**config.mk**
```make
export PLATFORM = sky130hd
export DESIGN_NAME = npc_fetch_unit
export DESIGN_NICKNAME = d
export VERILOG_FILES = /design/src/rtl/npc_fetch_unit_pkg.sv /design/src/rtl/npc_target_calc.sv /design/src/rtl/npc_fetch_unit.sv
export SDC_FILE = /design/constraint.sdc
export NUM_CORES = 1
export LEC_CHECK = 0
export CAP_MARGIN = 15
export CORE_MARGIN = 3
export CORE_UTILIZATION = 30
export DETAILED_ROUTE_END_ITERATION = 6
export DONT_BUFFER_PORTS = 1
export PLACE_DENSITY = 0.48
export SYNTH_ARGS = -nofsm -noshare
export SYNTH_HDL_FRONTEND = slang
export SYNTH_HIERARCHICAL = 1
export SYNTH_SLANG_ARGS = --single-unit
```
**constraint.sdc**
```tcl
create_clock -name clk -period 9.8 [get_ports clk]
set_input_delay 1.96 -clock clk [delete_from_list [all_inputs] [get_ports clk]]
set_output_delay 1.96 -clock clk [all_outputs]
set_load 0.01 [all_outputs]
```
**src/rtl/npc_fetch_unit_pkg.sv**
```systemverilog
// Shared next-PC operation codes, comparator option codes and reset defaults
// for the IF-stage fetch unit.
package npc_fetch_unit_pkg;

    localparam int unsigned PC_W  = 32;
    localparam int unsigned OP_W  = 3;
    localparam int unsigned CMP_W = 3;

    localparam logic [OP_W-1:0] NPC_SEQ = 3'b000;
    localparam logic [OP_W-1:0] NPC_BR  = 3'b001;
    localparam logic [OP_W-1:0] NPC_J   = 3'b010;
    localparam logic [OP_W-1:0] NPC_JR  = 3'b011;

    localparam logic [CMP_W-1:0] CMP_FALSE = 3'b000;
    localparam logic [CMP_W-1:0] CMP_EQUAL = 3'b001;
    localparam logic [CMP_W-1:0] CMP_TRUE  = 3'b111;

    localparam logic [PC_W-1:0] RESET_PC_DEFAULT = 32'h0000_3000;
    localparam logic [PC_W-1:0] PC_MIN_DEFAULT   = 32'h0000_3000;
    localparam logic [PC_W-1:0] PC_MAX_DEFAULT   = 32'h0000_6FFC;

    // Target decision handed from the calculator to the PC owner.
    typedef struct packed {
        logic            want;
        logic            legal;
        logic [PC_W-1:0] target;
    } npc_tgt_t;

endpackage

```
**src/rtl/npc_target_calc.sv**
```systemverilog
// Pure combinational branch/jump/jr target computation plus fetch-window
// and alignment legality check.
module npc_target_calc
    import npc_fetch_unit_pkg::*;
#(
    parameter logic [PC_W-1:0] PC_MIN = PC_MIN_DEFAULT,
    parameter logic [PC_W-1:0] PC_MAX = PC_MAX_DEFAULT
) (
    input  logic [OP_W-1:0] npc_op_i,
    input  logic            cmp_res_i,
    input  logic [PC_W-1:0] id_pc_i,
    input  logic [15:0]     imm16_i,
    input  logic [25:0]     imm26_i,
    input  logic [PC_W-1:0] rs_val_i,
    output npc_tgt_t        tgt_o
);

    logic [PC_W-1:0] id_pc_plus4;
    logic [PC_W-1:0] br_off;

    assign id_pc_plus4 = id_pc_i + PC_W'(4);
    assign br_off      = {{14{imm16_i[15]}}, imm16_i, 2'b00};

    // Reserved op codes fall through to sequential with no redirect request.
    always_comb begin
        tgt_o        = '0;
        tgt_o.target = id_pc_plus4;
        case (npc_op_i)
            NPC_BR: begin
                tgt_o.want   = cmp_res_i;
                tgt_o.target = id_pc_plus4 + br_off;
            end
            NPC_J: begin
                tgt_o.want   = 1'b1;
                tgt_o.target = {id_pc_plus4[31:28], imm26_i, 2'b00};
            end
            NPC_JR: begin
                tgt_o.want   = 1'b1;
                tgt_o.target = rs_val_i;
            end
            default: begin
                tgt_o.want   = 1'b0;
                tgt_o.target = id_pc_plus4;
            end
        endcase
        tgt_o.legal = (tgt_o.target[1:0] == 2'b00) &&
                      (tgt_o.target >= PC_MIN) &&
                      (tgt_o.target <= PC_MAX);
    end

endmodule

```
**src/rtl/npc_fetch_unit.sv**
```systemverilog
// IF-stage PC owner: applies delayed-branch redirects from ID, freezes on
// hazard stall, latches a sticky fault on illegal targets and counts redirects.
module npc_fetch_unit
    import npc_fetch_unit_pkg::*;
#(
    parameter logic [PC_W-1:0] RESET_PC = RESET_PC_DEFAULT,
    parameter logic [PC_W-1:0] PC_MIN   = PC_MIN_DEFAULT,
    parameter logic [PC_W-1:0] PC_MAX   = PC_MAX_DEFAULT
) (
    input  logic            clk,
    input  logic            reset,
    input  logic            stall,
    input  logic [OP_W-1:0] npc_op,
    input  logic            cmp_res,
    input  logic [PC_W-1:0] id_pc,
    input  logic [15:0]     imm16,
    input  logic [25:0]     imm26,
    input  logic [PC_W-1:0] rs_val,
    output logic [PC_W-1:0] pc,
    output logic [PC_W-1:0] link_addr,
    output logic            redirect,
    output logic            fault,
    output logic [PC_W-1:0] taken_cnt
);

    localparam logic [0:0] ST_RUN   = 1'b0;
    localparam logic [0:0] ST_FAULT = 1'b1;

    logic [0:0]      state_q, state_d;
    logic [PC_W-1:0] pc_q, pc_d;
    logic            fault_q, fault_d;
    logic [PC_W-1:0] cnt_q, cnt_d;
    npc_tgt_t        tgt;

    npc_target_calc #(
        .PC_MIN (PC_MIN),
        .PC_MAX (PC_MAX)
    ) u_target_calc (
        .npc_op_i  (npc_op),
        .cmp_res_i (cmp_res),
        .id_pc_i   (id_pc),
        .imm16_i   (imm16),
        .imm26_i   (imm26),
        .rs_val_i  (rs_val),
        .tgt_o     (tgt)
    );

    always_ff @(posedge clk or posedge reset) begin
        if (reset) begin
            state_q <= ST_RUN;
            pc_q    <= RESET_PC;
            fault_q <= 1'b0;
            cnt_q   <= '0;
        end else begin
            state_q <= state_d;
            pc_q    <= pc_d;
            fault_q <= fault_d;
            cnt_q   <= cnt_d;
        end
    end

    // Delay slot is never squashed: a redirect only replaces the fetch after it.
    always_comb begin
        state_d  = state_q;
        pc_d     = pc_q;
        fault_d  = fault_q;
        cnt_d    = cnt_q;
        redirect = 1'b0;
        case (state_q)
            ST_RUN: begin
                if (!stall) begin
                    if (tgt.want && tgt.legal) begin
                        pc_d     = tgt.target;
                        cnt_d    = cnt_q + PC_W'(1);
                        redirect = 1'b1;
                    end else if (tgt.want) begin
                        fault_d = 1'b1;
                        state_d = ST_FAULT;
                    end else begin
                        pc_d = pc_q + PC_W'(4);
                    end
                end
            end
            ST_FAULT: begin
                state_d = ST_FAULT;
            end
            default: begin
                state_d = ST_FAULT;
            end
        endcase
    end

    assign pc        = pc_q;
    assign fault     = fault_q;
    assign taken_cnt = cnt_q;
    assign link_addr = id_pc + PC_W'(8);

endmodule

```
Word level (Yosys, flattened, before mapping):

Cells that the tools add are included.

* register bits after elaboration: 66
* latch bits: 0
* bits in writable memories: 0
* bits in read-only memories: 0
* input bits: 113
* output and inout bits: 98
* logic and storage cells: 37
* memories: 0

* add/sub/neg operators: 5
* $mul: 0
* div/mod/pow operators: 0
* magnitude comparators: 2
* eq/ne operators: 4
* shifts and indexed selects: 0
* muxes and demuxes: 11
* bitwise operators: 3
* reductions and logical operators: 8

Operators with widths (count)
* $pmux W32 S3: 1
* $add A32 B3 Y32 const B: 2
* $mux W32: 2
* $add A32 B1 Y32 const B: 1
* $add A32 B32 Y32: 1
* $add A32 B4 Y32 const B: 1
* $ge A32 B14 Y1 const B: 1
* $le A32 B15 Y1 const B: 1
* $eq A3 B2 Y1 const B: 2
* $mux W1: 6
* $reduce_and A3 Y1: 2
* $pmux W1 S2: 2
* $reduce_and A4 Y1: 1
* $eq A3 B1 Y1 const B: 1
* $logic_and A1 B1 Y1: 3
* $not A1 Y1: 3
* $logic_not A2 Y1: 1
* $ne A2 B1 Y1 const B: 1
* $reduce_or A2 Y1: 1

Longest topological paths before layout:

* depth in word-level cells: 10
* depth in mapped cells: 23
* depth with buffers taken out: 20

Cells and area by module:

Netlist, hierarchy kept.

Modules (own cells, without submodules)
* npc_fetch_unit: times used 1, cells each 474, area each 4245.3 um^2, seq. area each 1654.1 um^2
* npc_target_calc: times used 1, cells each 486, area each 3278.1 um^2, seq. area each 0.0 um^2

Worst setup path after synthesis:

OpenSTA, ideal clock, no wires.

* path type: input -> output
* start point: in id_pc[11]
* end point: out redirect
* arrival: 6.646 ns
* data required time: 7.840 ns
* setup slack: 1.194 ns
* stages on the path: 19
* buffers on the path: 2
* cell sequence: nand4_1 > nor4_1 > and2_2 > nand4_1 > xnor2_1 > ha_1 > clkbuf_1 > nand2_1 > a21oi_1 > a221oi_1 > inv_1 > or3_1 > a311oi_1 > or4b_1 > or4_1 > nor4_2 > nand4bb_1 > buf_2 > clkinv_1

RTL lines
* start: declaration: line npc_fetch_unit.sv:15 `input logic [PC_W-1:0] id_pc,`
* end: declaration: line npc_fetch_unit.sv:21 `output logic redirect,`

==> results.sh <==
export IMPL_grt_first_pass_wirelength_um=41800
export IMPL_drc_errors=0
export IMPL_hold_viol=0
export IMPL_clock_sinks=66
export IMPL_end_kind="output pin"
export IMPL_chipWidth_um=164
export IMPL_switching_share=0.362
export IMPL_setup_ws_ns=1.08
export IMPL_synth_nets=1108
export IMPL_vias=7462
export IMPL_routabilityCongestion=0.887
export IMPL_p_int_uw=591
export IMPL_timing_fmax_ghz=0.115
export IMPL_finalNetCount=1078
export IMPL_die_y_um=164
export IMPL_synth_most_common_cell="nand2_1"
export IMPL_synthCells=960
export IMPL_htree_levels=3
export IMPL_wl_um=26900
export IMPL_path_max_fanout=12
export IMPL_drive_gt1_frac=0.0684
export IMPL_drtPass1Iterations=5
export IMPL_die_area_sq_um=27000
export IMPL_start_util=0.308
export IMPL_dpl_worst_slack_ns=1.14
export IMPL_antenna_found_initial=0
export IMPL_ys_top_cells_by_area="dfrtp_1 (21%), xnor2_1 (8.6%), ha_1 (5.7%)"
export IMPL_pwr_share_comb=0.281
export IMPL_path_delay_family="simple AND/OR/NAND/NOR gates"
export IMPL_top_level_ports=211
export IMPL_place_hpwl_um=21000
export IMPL_leakagePower_uw=0.00311
export IMPL_clk_pin_slew_ns=0.06
export IMPL_crit_required_ns=7.84
export IMPL_ant_nets=0
export IMPL_p_sw_uw=335
export IMPL_ys_async_sr_fraction=1.00
export IMPL_outcome="complete, no violations"
export IMPL_synthFlopType="dfrtp_1"
export IMPL_worst_setup_path_start_kind="input port"
export IMPL_diodes=0
export IMPL_cts_resized_gates=0
export IMPL_clkPwrFrac=0.361
export IMPL_tightest_slew_ns=1.12
export IMPL_cts_root_buf="clkbuf_16"
export IMPL_stdcell_area_sq_um=8080
export IMPL_grt_usage=0.197
export IMPL_coreArea_sq_um=24500
export IMPL_rows=57
export IMPL_period_share=0.890
export IMPL_crit_arrival_ns=6.76
export IMPL_path_cells="nand4_1 > nor4_1 > buf_4 > nand3_1 > xor2_1 > inv_1 > ha_1 > nand4_1 > or2_0 > o31ai_1 > o211ai_1 > and3_1 > or4b_1 > or4_1 > nor4_2 > nand4bb_1 > clkinv_1"
export IMPL_clk_latency_ns=0.33
export IMPL_cp_common_cell="nand4_1"
export IMPL_io_buffer_count=0
export IMPL_timing_worst_setup_path_type="input port to output pin"
export IMPL_synthToLayoutAreaGrowth_pct=7.42
export IMPL_cpMaxStageDelayCell="o31ai_1"
export IMPL_ir_worst_vdd_uv=81.9
export IMPL_final_setup_viol_count=0
export IMPL_critical_path_max_stage_delay_ns=0.58
export IMPL_yosys_warnings=6
export IMPL_viasPerCell=5.93
export IMPL_max_slew_margin_rel=0.253
export IMPL_cts_setup_buffers=0
export IMPL_ys_seq_area_frac=0.220
export IMPL_rsz0062_at_grt="false"
export IMPL_ys_types=86
export IMPL_fill_cells=2630
export IMPL_clock_path_buffers=2
export IMPL_yosysTopAreaCellShare=0.213
export IMPL_ys_ff_latch=66
export IMPL_dr_first_iter_drc_count=547
export IMPL_grt_pass1_vias=7301
export IMPL_maxSlewViolCount=0
export IMPL_wl_per_cell_um=21.4
export IMPL_netlist_area_sq_um=7520
export IMPL_skew_ns=0.00819
export IMPL_cts_buffers=9
export IMPL_grt_ovfl_total=0
export IMPL_final_setup_tns_ns=0
export IMPL_p_seq_frac=0.358
export IMPL_grt_max_degree=67
export IMPL_path_buf_inv=3
export IMPL_min_period_ns=8.72
export IMPL_placed_cell_area_sq_um=7780
export IMPL_syn_avg_cell_area_sq_um=7.84
export IMPL_synth_common_cells="nand2_1 (89), xnor2_1 (74), dfrtp_1 (64), a21oi_1 (61)"
export IMPL_cap_violations=0
export IMPL_p_per_area_nw_per_um2=115
export IMPL_cts_tree="built"
export IMPL_synth_edff_count=0
export IMPL_cts_hold_buf=0
export IMPL_yosysTopAreaCell="dfrtp_1"
export IMPL_min_path_type="flop to flop"
-- worst reg2reg max path, stage by stage (launching register included) --
cell      delay, ns
dfrtp_1        0.48
ha_1           0.22
nand2_1        0.19
or4_1          0.75
or3_1          0.42
o311ai_1       0.22
-- power groups by stage --
| stage | sequential [uW] | combinational (uW) | clock, uW |
|---|---|---|---|
| final | 332 | 260 | 334 |
| after CTS | 331 | 260 | 342 |
| after floorplan | 322 | 207 | 0 |
| after global routing | 335 | 291 | 359 |
| after global placement | 336 | 259 | 0 |
| after detailed placement | 336 | 259 | 0 |
-- cell families (layout without fill, tap and decap cells) --
kind of cell	count (synthesis)	after routing	synth area share
simple gates	406	406	0.295
mux	33	33	0.0454
xor+xnor	106	106	0.124
flops	66	66	0.220
buf+inv	73	48	0.0414
compound gates	241	241	0.215
fa+ha+maj	35	35	0.0592
-- final timing paths --
path                       startpoint           end  slack (ns)  cells after the start
max                         id_pc[11]      redirect        1.08                     17
max in group asynchronous       reset  taken_cnt[7]        7.44                      2
min reg2reg                     fault         fault        0.53                      1
min in group asynchronous       reset        pc[14]        1.76                      2
min                             fault         fault        0.53                      1
max reg2reg                     pc[2]        pc[30]        7.41                      5
-- placed cells by master (no fill, tap or decap), types with 5 or more instances in the layout --
cell	synthesis	layout
o21a_1	8	8
nor2_1	60	60
nor3_1	19	19
a211o_1	5	5
o221ai_1	6	6
a21o_1	14	14
clkbuf_16	0	9
nand3_1	60	60
nor2b_1	6	6
a21oi_1	61	61
nand2_1	89	89
or2_2	5	5
o22ai_1	6	6
o31ai_1	6	6
mux2i_1	24	24
nor4_2	6	6
o21ai_0	48	48
a31oi_1	6	6
nor4_1	9	9
xor2_1	31	31
a311oi_1	10	10
or3_1	10	10
a22oi_1	6	6
inv_1	20	19
mux2_2	9	9
o21ai_1	5	5
and3_1	24	24
or4_1	10	10
dfrtp_1	64	64
and4_1	16	16
o211ai_1	7	7
a211oi_1	5	5
nand4_1	55	55
nand2b_1	11	11
ha_1	34	34
and2_1	10	10
xnor2_1	74	74
buf_4	3	11
-- area by class of cell --
| type | instances | area (sq um) | share of cell area |
|---|---|---|---|
| flip-flops and latches | 66 | 1650 | 0.205 |
| clock buffers | 9 | 225 | 0.0279 |
| multi-input cells | 821 | 5560 | 0.688 |
| repair buffers | 11 | 82.6 | 0.0102 |
| well taps | 324 | 405 | 0.0502 |
| clock inverters | 7 | 77.6 | 0.00960 |
| inverters | 21 | 78.8 | 0.00975 |
-- flip-flops by register name, indices dropped and copies added, names as in the netlist --
name and flops:
pc 32, fault 1, state_q 1, taken_cnt 32
-- metrics by stage --
stage	hold slack, ns	utilization	power (uW)	cells
after detailed placement	0.531	0.318	596	1243
after global placement	0.529	0.318	596	1243
after CTS	0.543	0.330	934	1259
after global routing	0.566	0.330	985	1259
final	0.531	0.330	926	1259
after floorplan	0.493	-	529	960
-- routing by layer --
metal,vias to the layer above,GRT usage,routed length [um]
met5,-,0,0
met4,0,0.0461,507
met3,35,0.0489,1850
met2,239,0.324,12500
met1,3620,0.260,12100
li1,3568,-,-
(Power assumes the default switching activity.)
